$ cat config.mk
export PLATFORM = sky130hd
export DESIGN_NAME = cpu_seq_ctl
export DESIGN_NICKNAME = d
export VERILOG_FILES = /design/src/rtl/cpu_pkg.sv /design/src/rtl/cpu_seq_dec.sv /design/src/rtl/cpu_seq_ctl.sv
export SDC_FILE = /design/constraint.sdc
export NUM_CORES = 1
export LEC_CHECK = 0
export BUFFER_PORTS_ARGS = -buffer_cell sky130_fd_sc_hd__buf_2
export CAP_MARGIN = 20
export CELL_PAD_IN_SITES_DETAIL_PLACEMENT = 0
export CELL_PAD_IN_SITES_GLOBAL_PLACEMENT = 1
export CORE_MARGIN = 3
export CORE_UTILIZATION = 33
export CTS_CLUSTER_SIZE = 25
export DETAILED_ROUTE_END_ITERATION = 12
export GPL_ROUTABILITY_DRIVEN = 0
export PLACE_DENSITY_LB_ADDON = 0.12
export SETUP_SLACK_MARGIN = 0.4
export SLEW_MARGIN = 20
export SYNTH_ARGS = -nofsm -noshare
export SYNTH_HDL_FRONTEND = slang
export SYNTH_SLANG_ARGS = --single-unit
$ cat constraint.sdc
create_clock -name clk -period 1.4 [get_ports clk]
set_input_delay 0.28 -clock clk [delete_from_list [all_inputs] [get_ports clk]]
set_output_delay 0.28 -clock clk [all_outputs]
set_load 0.02 [all_outputs]
$ cat src/rtl/cpu_pkg.sv
// Shared encodings for the CPU instruction-cycle controller: opcodes, FSM states, strobe bundle.
package cpu_pkg;

    localparam int ST_W = 4;

    localparam logic [2:0] OP_HLT = 3'b000;
    localparam logic [2:0] OP_SKZ = 3'b001;
    localparam logic [2:0] OP_ADD = 3'b010;
    localparam logic [2:0] OP_AND = 3'b011;
    localparam logic [2:0] OP_XOR = 3'b100;
    localparam logic [2:0] OP_LDA = 3'b101;
    localparam logic [2:0] OP_STO = 3'b110;
    localparam logic [2:0] OP_JMP = 3'b111;

    localparam logic [ST_W-1:0] ST_IDLE   = 4'd0;
    localparam logic [ST_W-1:0] ST_S0     = 4'd1;
    localparam logic [ST_W-1:0] ST_S1     = 4'd2;
    localparam logic [ST_W-1:0] ST_S2     = 4'd3;
    localparam logic [ST_W-1:0] ST_S3     = 4'd4;
    localparam logic [ST_W-1:0] ST_S4     = 4'd5;
    localparam logic [ST_W-1:0] ST_S5     = 4'd6;
    localparam logic [ST_W-1:0] ST_S6     = 4'd7;
    localparam logic [ST_W-1:0] ST_S7     = 4'd8;
    localparam logic [ST_W-1:0] ST_HALTED = 4'd9;

    typedef struct packed {
        logic load_ir;
        logic inc_pc;
        logic load_pc;
        logic load_acc;
        logic rd;
        logic wr;
        logic datactl_ena;
        logic halt;
        logic instr_done;
    } strobe_t;

    // Opcodes that read a memory operand into the ALU.
    function automatic logic is_mem_rd(input logic [2:0] opc);
        return (opc == OP_ADD) || (opc == OP_AND) || (opc == OP_XOR) || (opc == OP_LDA);
    endfunction

endpackage

$ cat src/rtl/cpu_seq_dec.sv
// Combinational strobe decode from (state, captured opcode, captured zero); zero latency, no flow control.
// Unlisted and illegal states decode to all-zero strobes.
module cpu_seq_dec
    import cpu_pkg::*;
(
    input  logic [ST_W-1:0] i_state,
    input  logic [2:0]      i_opc,
    input  logic            i_zero,
    output strobe_t         o_strb
);

    logic w_mem_rd;
    logic w_sto;
    logic w_jmp;
    logic w_skip;

    assign w_mem_rd = is_mem_rd(i_opc);
    assign w_sto    = (i_opc == OP_STO);
    assign w_jmp    = (i_opc == OP_JMP);
    assign w_skip   = (i_opc == OP_SKZ) && i_zero;

    always_comb begin
        o_strb = '0;
        case (i_state)
            ST_S0, ST_S1: begin
                o_strb.rd      = 1'b1;
                o_strb.load_ir = 1'b1;
                o_strb.inc_pc  = 1'b1;
            end
            ST_S3: o_strb.halt = (i_opc == OP_HLT);
            ST_S4: begin
                o_strb.rd          = w_mem_rd;
                o_strb.datactl_ena = w_sto;
                o_strb.load_pc     = w_jmp;
            end
            ST_S5: begin
                o_strb.rd          = w_mem_rd;
                o_strb.load_acc    = w_mem_rd;
                o_strb.datactl_ena = w_sto;
                o_strb.wr          = w_sto;
                o_strb.load_pc     = w_jmp;
                o_strb.inc_pc      = w_skip;
            end
            ST_S6: o_strb.datactl_ena = w_sto;
            ST_S7: begin
                o_strb.inc_pc     = w_skip;
                o_strb.instr_done = 1'b1;
            end
            ST_HALTED: o_strb.halt = 1'b1;
            default: o_strb = '0;
        endcase
    end

endmodule

$ cat src/rtl/cpu_seq_ctl.sv
// Instruction-cycle controller: one 8-state sequence per instruction, back to back while ena holds.
// ena is only looked at in IDLE and S7; HALTED (sticky mode) is left only through rst.
module cpu_seq_ctl
    import cpu_pkg::*;
#(
    parameter int OPC_W       = 3,
    parameter bit HALT_STICKY = 1'b1
) (
    input  logic             clk,
    input  logic             rst,
    input  logic             ena,
    input  logic [OPC_W-1:0] opcode,
    input  logic             zero,
    output logic             load_ir,
    output logic             inc_pc,
    output logic             load_pc,
    output logic             load_acc,
    output logic             rd,
    output logic             wr,
    output logic             datactl_ena,
    output logic             halt,
    output logic             instr_done,
    output logic [3:0]       state_o
);

    logic [ST_W-1:0]  r_state;
    logic [OPC_W-1:0] r_opc;
    logic             r_zero;
    logic [ST_W-1:0]  w_state_nxt;
    strobe_t          w_strb;

    always_comb begin
        w_state_nxt = ST_IDLE;
        case (r_state)
            ST_IDLE:   w_state_nxt = ena ? ST_S0 : ST_IDLE;
            ST_S0:     w_state_nxt = ST_S1;
            ST_S1:     w_state_nxt = ST_S2;
            ST_S2:     w_state_nxt = ST_S3;
            ST_S3:     w_state_nxt = (HALT_STICKY && (r_opc == OP_HLT)) ? ST_HALTED : ST_S4;
            ST_S4:     w_state_nxt = ST_S5;
            ST_S5:     w_state_nxt = ST_S6;
            ST_S6:     w_state_nxt = ST_S7;
            ST_S7:     w_state_nxt = ena ? ST_S0 : ST_IDLE;
            ST_HALTED: w_state_nxt = ST_HALTED;
            default:   w_state_nxt = ST_IDLE;
        endcase
    end

    // Opcode is latched on S2 entry, zero on S4 entry, so later input changes cannot disturb the instruction.
    always_ff @(posedge clk) begin
        if (rst) begin
            r_state <= ST_IDLE;
            r_opc   <= '0;
            r_zero  <= 1'b0;
        end else begin
            r_state <= w_state_nxt;
            if (r_state == ST_S1) begin
                r_opc <= opcode;
            end
            if ((r_state == ST_S3) && (w_state_nxt == ST_S4)) begin
                r_zero <= zero;
            end
        end
    end

    cpu_seq_dec u_dec (
        .i_state (r_state),
        .i_opc   (r_opc),
        .i_zero  (r_zero),
        .o_strb  (w_strb)
    );

    assign load_ir     = w_strb.load_ir;
    assign inc_pc      = w_strb.inc_pc;
    assign load_pc     = w_strb.load_pc;
    assign load_acc    = w_strb.load_acc;
    assign rd          = w_strb.rd;
    assign wr          = w_strb.wr;
    assign datactl_ena = w_strb.datactl_ena;
    assign halt        = w_strb.halt;
    assign instr_done  = w_strb.instr_done;
    assign state_o     = r_state;

endmodule

After elaboration in Yosys (flattened, before gate mapping)
Index checks and enable logic that the tools add are counted.
{"block": "classes", "add_sub_neg": 0, "multipliers": 0, "div": 0, "magnitude_cmp": 0, "eq_ne": 17, "n_shift": 0, "muxes": 12, "bitwise_logic": 0, "reduce_logical": 12}
{"operator": "4-bit case mux with 9 select lines", "count": 1}
{"operator": "4-bit by 3-bit equality test with 1-bit output, second input constant", "count": 5}
{"operator": "3-bit equality test, second input constant", "count": 4}
{"operator": "4-bit by 2-bit equality test with 1-bit output, second input constant", "count": 2}
{"operator": "4-bit equality test, second input constant", "count": 2}
{"operator": "2-bit OR reduction", "count": 4}
{"operator": "1-bit two-way mux", "count": 7}
{"operator": "3-bit by 2-bit equality test with 1-bit output, second input constant", "count": 2}
{"operator": "1-bit case mux with 2 select lines", "count": 3}
{"operator": "4-bit by 1-bit equality test with 1-bit output, second input constant", "count": 1}
{"operator": "4-bit logical NOT", "count": 1}
{"operator": "4-bit two-way mux", "count": 1}
{"operator": "3-bit by 1-bit equality test with 1-bit output, second input constant", "count": 1}
{"operator": "3-bit logical NOT", "count": 1}
{"operator": "1-bit logical OR", "count": 3}
{"operator": "3-bit OR reduction", "count": 1}
{"operator": "1-bit logical AND", "count": 2}
{"block": "word_totals", "ff_bits": 8, "latchBits": 0, "mem_bits_rw": 0, "rom_bits": 0, "input_bits": 7, "output_inout_bits": 13, "memories": 0}

Longest topological paths before layout
{"block": "depth", "word_depth": 5, "depth_mapped": 4, "depth_no_buf": 3}

Cells and area by module
From an unflattened synthesis, not the netlist that was laid out.
{"block": "hier_totals", "hier_cells": 60, "hier_area_um2": 530.5}
{"mod": "cpu_seq_ctl", "n_inst": 1, "cells_per_inst": 39, "area_per_inst_um2": 381.6, "seq_area_each_um2": 160.2}
{"mod": "cpu_seq_dec", "n_inst": 1, "cells_per_inst": 21, "area_per_inst_um2": 148.9, "seq_area_each_um2": 0.0}

Worst setup path before layout
OpenSTA, ideal clock, no wires.
{"block": "synth_path", "path_type": "register to output", "start": "register r_state[3] (netlist: state_o[3])", "end": "output inc_pc", "arrival_ps": 1583, "t_required_ps": 1120, "path_slack_ps": -463, "path_stages_with_launch": 5, "path_buffers": 1, "cell_sequence": "dfxtp_1 > buf_2 > nor4b_2 > a21oi_1 > o31ai_1"}
{"block": "synth_between", "elab_chain_len": 3}
{"item": "start: declaration", "line": "cpu_seq_ctl.sv:26", "text": "logic [ST_W-1:0] r_state;"}
{"item": "start signal: assignment", "line": "cpu_seq_ctl.sv:56", "text": "r_state <= w_state_nxt;"}
{"item": "4-bit equality test, or another cell as far along", "line": "cpu_seq_dec.sv:24", "text": "case (i_state)"}
{"item": "2-bit OR reduction (on tied branches)"}
{"item": "1-bit case mux with 2 select lines *", "line": "cpu_seq_dec.sv:24"}
{"item": "end: declaration", "line": "cpu_seq_ctl.sv:15", "text": "output logic inc_pc,"}
Mark *: on every way between the ends. The rest lies on a longest branch, timed or not.

Worst setup path after layout
{"block": "layout_path", "start": "register r_zero", "end": "output inc_pc"}
{"block": "layout_between", "elab_chain_len": 2}
{"item": "start: declaration", "line": "cpu_seq_ctl.sv:28", "text": "logic r_zero;"}
{"item": "start signal: assignment", "line": "cpu_seq_ctl.sv:61", "text": "r_zero <= zero;"}
{"item": "1-bit logical AND", "line": "cpu_seq_dec.sv:20", "text": "assign w_skip = (i_opc == OP_SKZ) && i_zero;"}
{"item": "1-bit case mux with 2 select lines", "line": "cpu_seq_dec.sv:24"}
Every way passes these cells.

==> summary.txt <==
Run status
  – Status: finished with violations
  – Failing checks: setup timing

Yosys
  – Leading area contributor after synthesis: dfxtp_1
  – Syn_area_per_cell: 8.80 sq um
  – Most used DFF post-synth: dfxtp_1
  – Cell Area, Synth: 528 sq um
  – Adder-cell share of the synthesized area: 0%
  – Most frequent cells after synthesis: dfxtp_1, nor3_1, nor2_1
  – Syn Nets: 67
  – Mux cell area share after synthesis: 5.69%
  – Seq cells post-synth: 8
  – Ys Warns: 0
  – Cell variety after synth: 30
  – Post-Synth Simple-Gate Area: 41.7%
  – Async set-reset flop share out of synthesis: 0%
  – Area share of the largest cell type after synthesis: 30.3%
  – Most common cell in the netlist: dfxtp_1
  – Post-synthesis instance total: 60
  – Synth Area in XOR/XNOR: 3.32%
  – Fraction of the mapped netlist area in compound gates: 13.3%
  – Post-synth EDFFs: 0
  – Main combinational cell family by area after synthesis: simple AND/OR/NAND/NOR gates
  – Sequential area share after synthesis: 30.3%
  – Largest cells by area after synthesis: dfxtp_1, nor3_1, mux2i_1, nor4b_4, nor2_1

Floorplanning
  – Row cnt: 13
  – Core area: 1400 sq um
  – Io pins: 20
  – Starting Density: 37.7%
  – Die Area: 2120 sq um
  – Chip width: 46 um
  – Die Y: 46 um

Timing
  – Final Cycle Share: 120%
  – Setup ws final: -273 ps
  – Final Hold Viols: 0
  – Max Fclk: 598 MHz
  – Worst rel slew slack: 75.3%
  – Unrepaired setup endpoints after global routing: yes
  – Final Critical Period: 1670 ps
  – Pins Over Slew Limit: 0
  – Final setup vio count: 14
  – Fin Clk Skew: 6.71 ps
  – Worst slew pin tran: 369 ps

Route
  – Uppermost layer routed: met4
  – Routed len/inst: 17.0 um
  – Via count: 670
  – Residual DRC count: 0
  – Mean number of vias per cell: 5.58
  – WL met2: 1.10 mm
  – Routed met1 length: 844 um
  – DRT Pass-1 Iters: 4
  – Met3 WL: 67 um
  – Post-DRT Antenna Nets: 0
  – Iteration-0 DRC count of the detailed router: 11
  – WL final: 2.04 mm

Power and ir drop
  – Leakage dissipation: 0.475 nW
  – Overall power: 1.04 mW
  – Max IR drop VDD: 0.547 mV
  – Power per cell area: 870 nW/um^2

Critical path
  – CP Launch Type: flip-flop
  – Slowest-stage cell, CP: nor4bb_4
  – R2R setup slack: -120 ps
  – Crit path largest cell delay: 370 ps
  – Critical-path maximum fanout: 2
  – WP data required: 1120 ps
  – Worst setup EP type: output pin
  – Crit path DAT: 1390 ps
  – CP Class: reg -> out
  – Critical path cell sequence: nor4bb_4 -> nor2b_2 -> o31ai_4 -> buf_6

Placement
  – Dpl hpwl: 1.28 mm
  – IO Port Bufs: 19

Clock tree
  – # hold bufs at CTS: 0
  – CTS H-tree lvls: 1
  – CTS Sinks: 8
  – CTS tree: done
  – Clock-pin slew on the worst setup and hold paths: 60 ps
  – CTS Buf Count: 3
  – CTS root buffer: clkbuf_4
  – Clk_lat worst skew: 260 ps
  – Clock Tree Buf Depth: 2

Layout
  – Final core occ: 85.1%
  – Nets: 113
  – Diode count: 0
  – Area Overhead vs Synth: 125%
  – Fillers: 75
  – Share of cells above drive strength 1: 79.0%

Global route
  – First-pass GRT wire length: 3.17 mm
  – Vias in the first global route: 674
  – GRT Total Usage: 21.5%
  – Pin count of the biggest net entering global routing: 9
  – Antenna violations before repair: 0
  – Total grt overflow: 0

Job
  – Max cap viols: 0

Min path
  – Hold Crit Class: in -> reg
[worst max-delay path, delay by kind of cell, from the launching register on]
| kind | cells | cell delay (ps) |
|---|---|---|
| flops | 1 | 340 |
| simple gates | 2 | 470 |
| compound gates | 1 | 180 |
| buf+inv | 1 | 140 |
[layout by cell type, fill, tap and decap left out, drive strengths merged]
master	Yosys	layout
nand4b	1	1
o31ai	1	1
or4	1	1
mux2i	3	3
nor2	7	7
and2b	1	1
nand3b	2	2
xnor2	2	2
nor4	1	1
nor2b	1	1
a21oi	4	4
nand3	2	2
buf	4	46
nor3	7	7
o22ai	1	1
a211oi	2	2
nor3b	1	1
dfxtp	8	8
nor4b	3	3
o41ai	1	1
and3	1	1
nand2b	3	3
a22oi	1	1
nor4bb	1	1
clkbuf	1	4
[routing by layer]
layer	global-route usage, %	up-vias
li1	-	316
met5	0	-
met1	25.9	331
met3	2.37	4
met2	37.6	19
met4	9.09	0
[timing repair]
item	CTS	global route
resized for setup	43	7
pin swaps	11	3
setup buffers	5	4
setup endpoints to repair	20	21
[cell families after synthesis]
family	Yosys count
DFF	8
and+or+nand+nor	32
buffers and inverters	5
AOI/OAI and AO/OA	10
muxes	3
xor gates and xnor gates	2
[power by group]
part | internal (mW) | switching [mW]
sequential | 0.247 | 0.0397
combinational | 0.289 | 0.263
clock | 0.110 | 0.0870
[metrics by stage]
step	instance area, sq um	hold slack [ps]	instances	worst slack, ps	setup TNS [ps]
3_3_place_gp	913	456	107	4.70	0
3_5_place_dp	913	473	107	-15.8	-15.8
6_report	1190	272	120	-273	-2260
5_1_grt	1190	299	120	-341	-2970
2_1_floorplan	714	427	60	-60.4	-108
4_1_cts	1130	272	116	-252	-1570
[area by class of cell]
type                    instances  area [sq um]  share of cell area (%)
clock buffers                   4          26.3                    2.21
multi-input cells              47           536                    45.0
flip-flops and latches          8           181                    15.2
well taps                      15          18.8                    1.58
repair buffers                 46           428                    36.0
[registers in the layout (all words and copies together), names as in the netlist]
name and count:
r_opc 3, state_o 4, r_zero 1
[path summary, 6_finish.rpt]
| kind | startpoint | to | cells past startpoint |
|---|---|---|---|
| min reg2reg | r_zero | r_zero | 2 |
| min | opcode[0] | r_opc[0] | 3 |
| max reg2reg | state_o[3] | r_opc[1] | 6 |
| max | r_zero | inc_pc | 4 |
No activity file was read; power rests on OpenSTA's default activity.
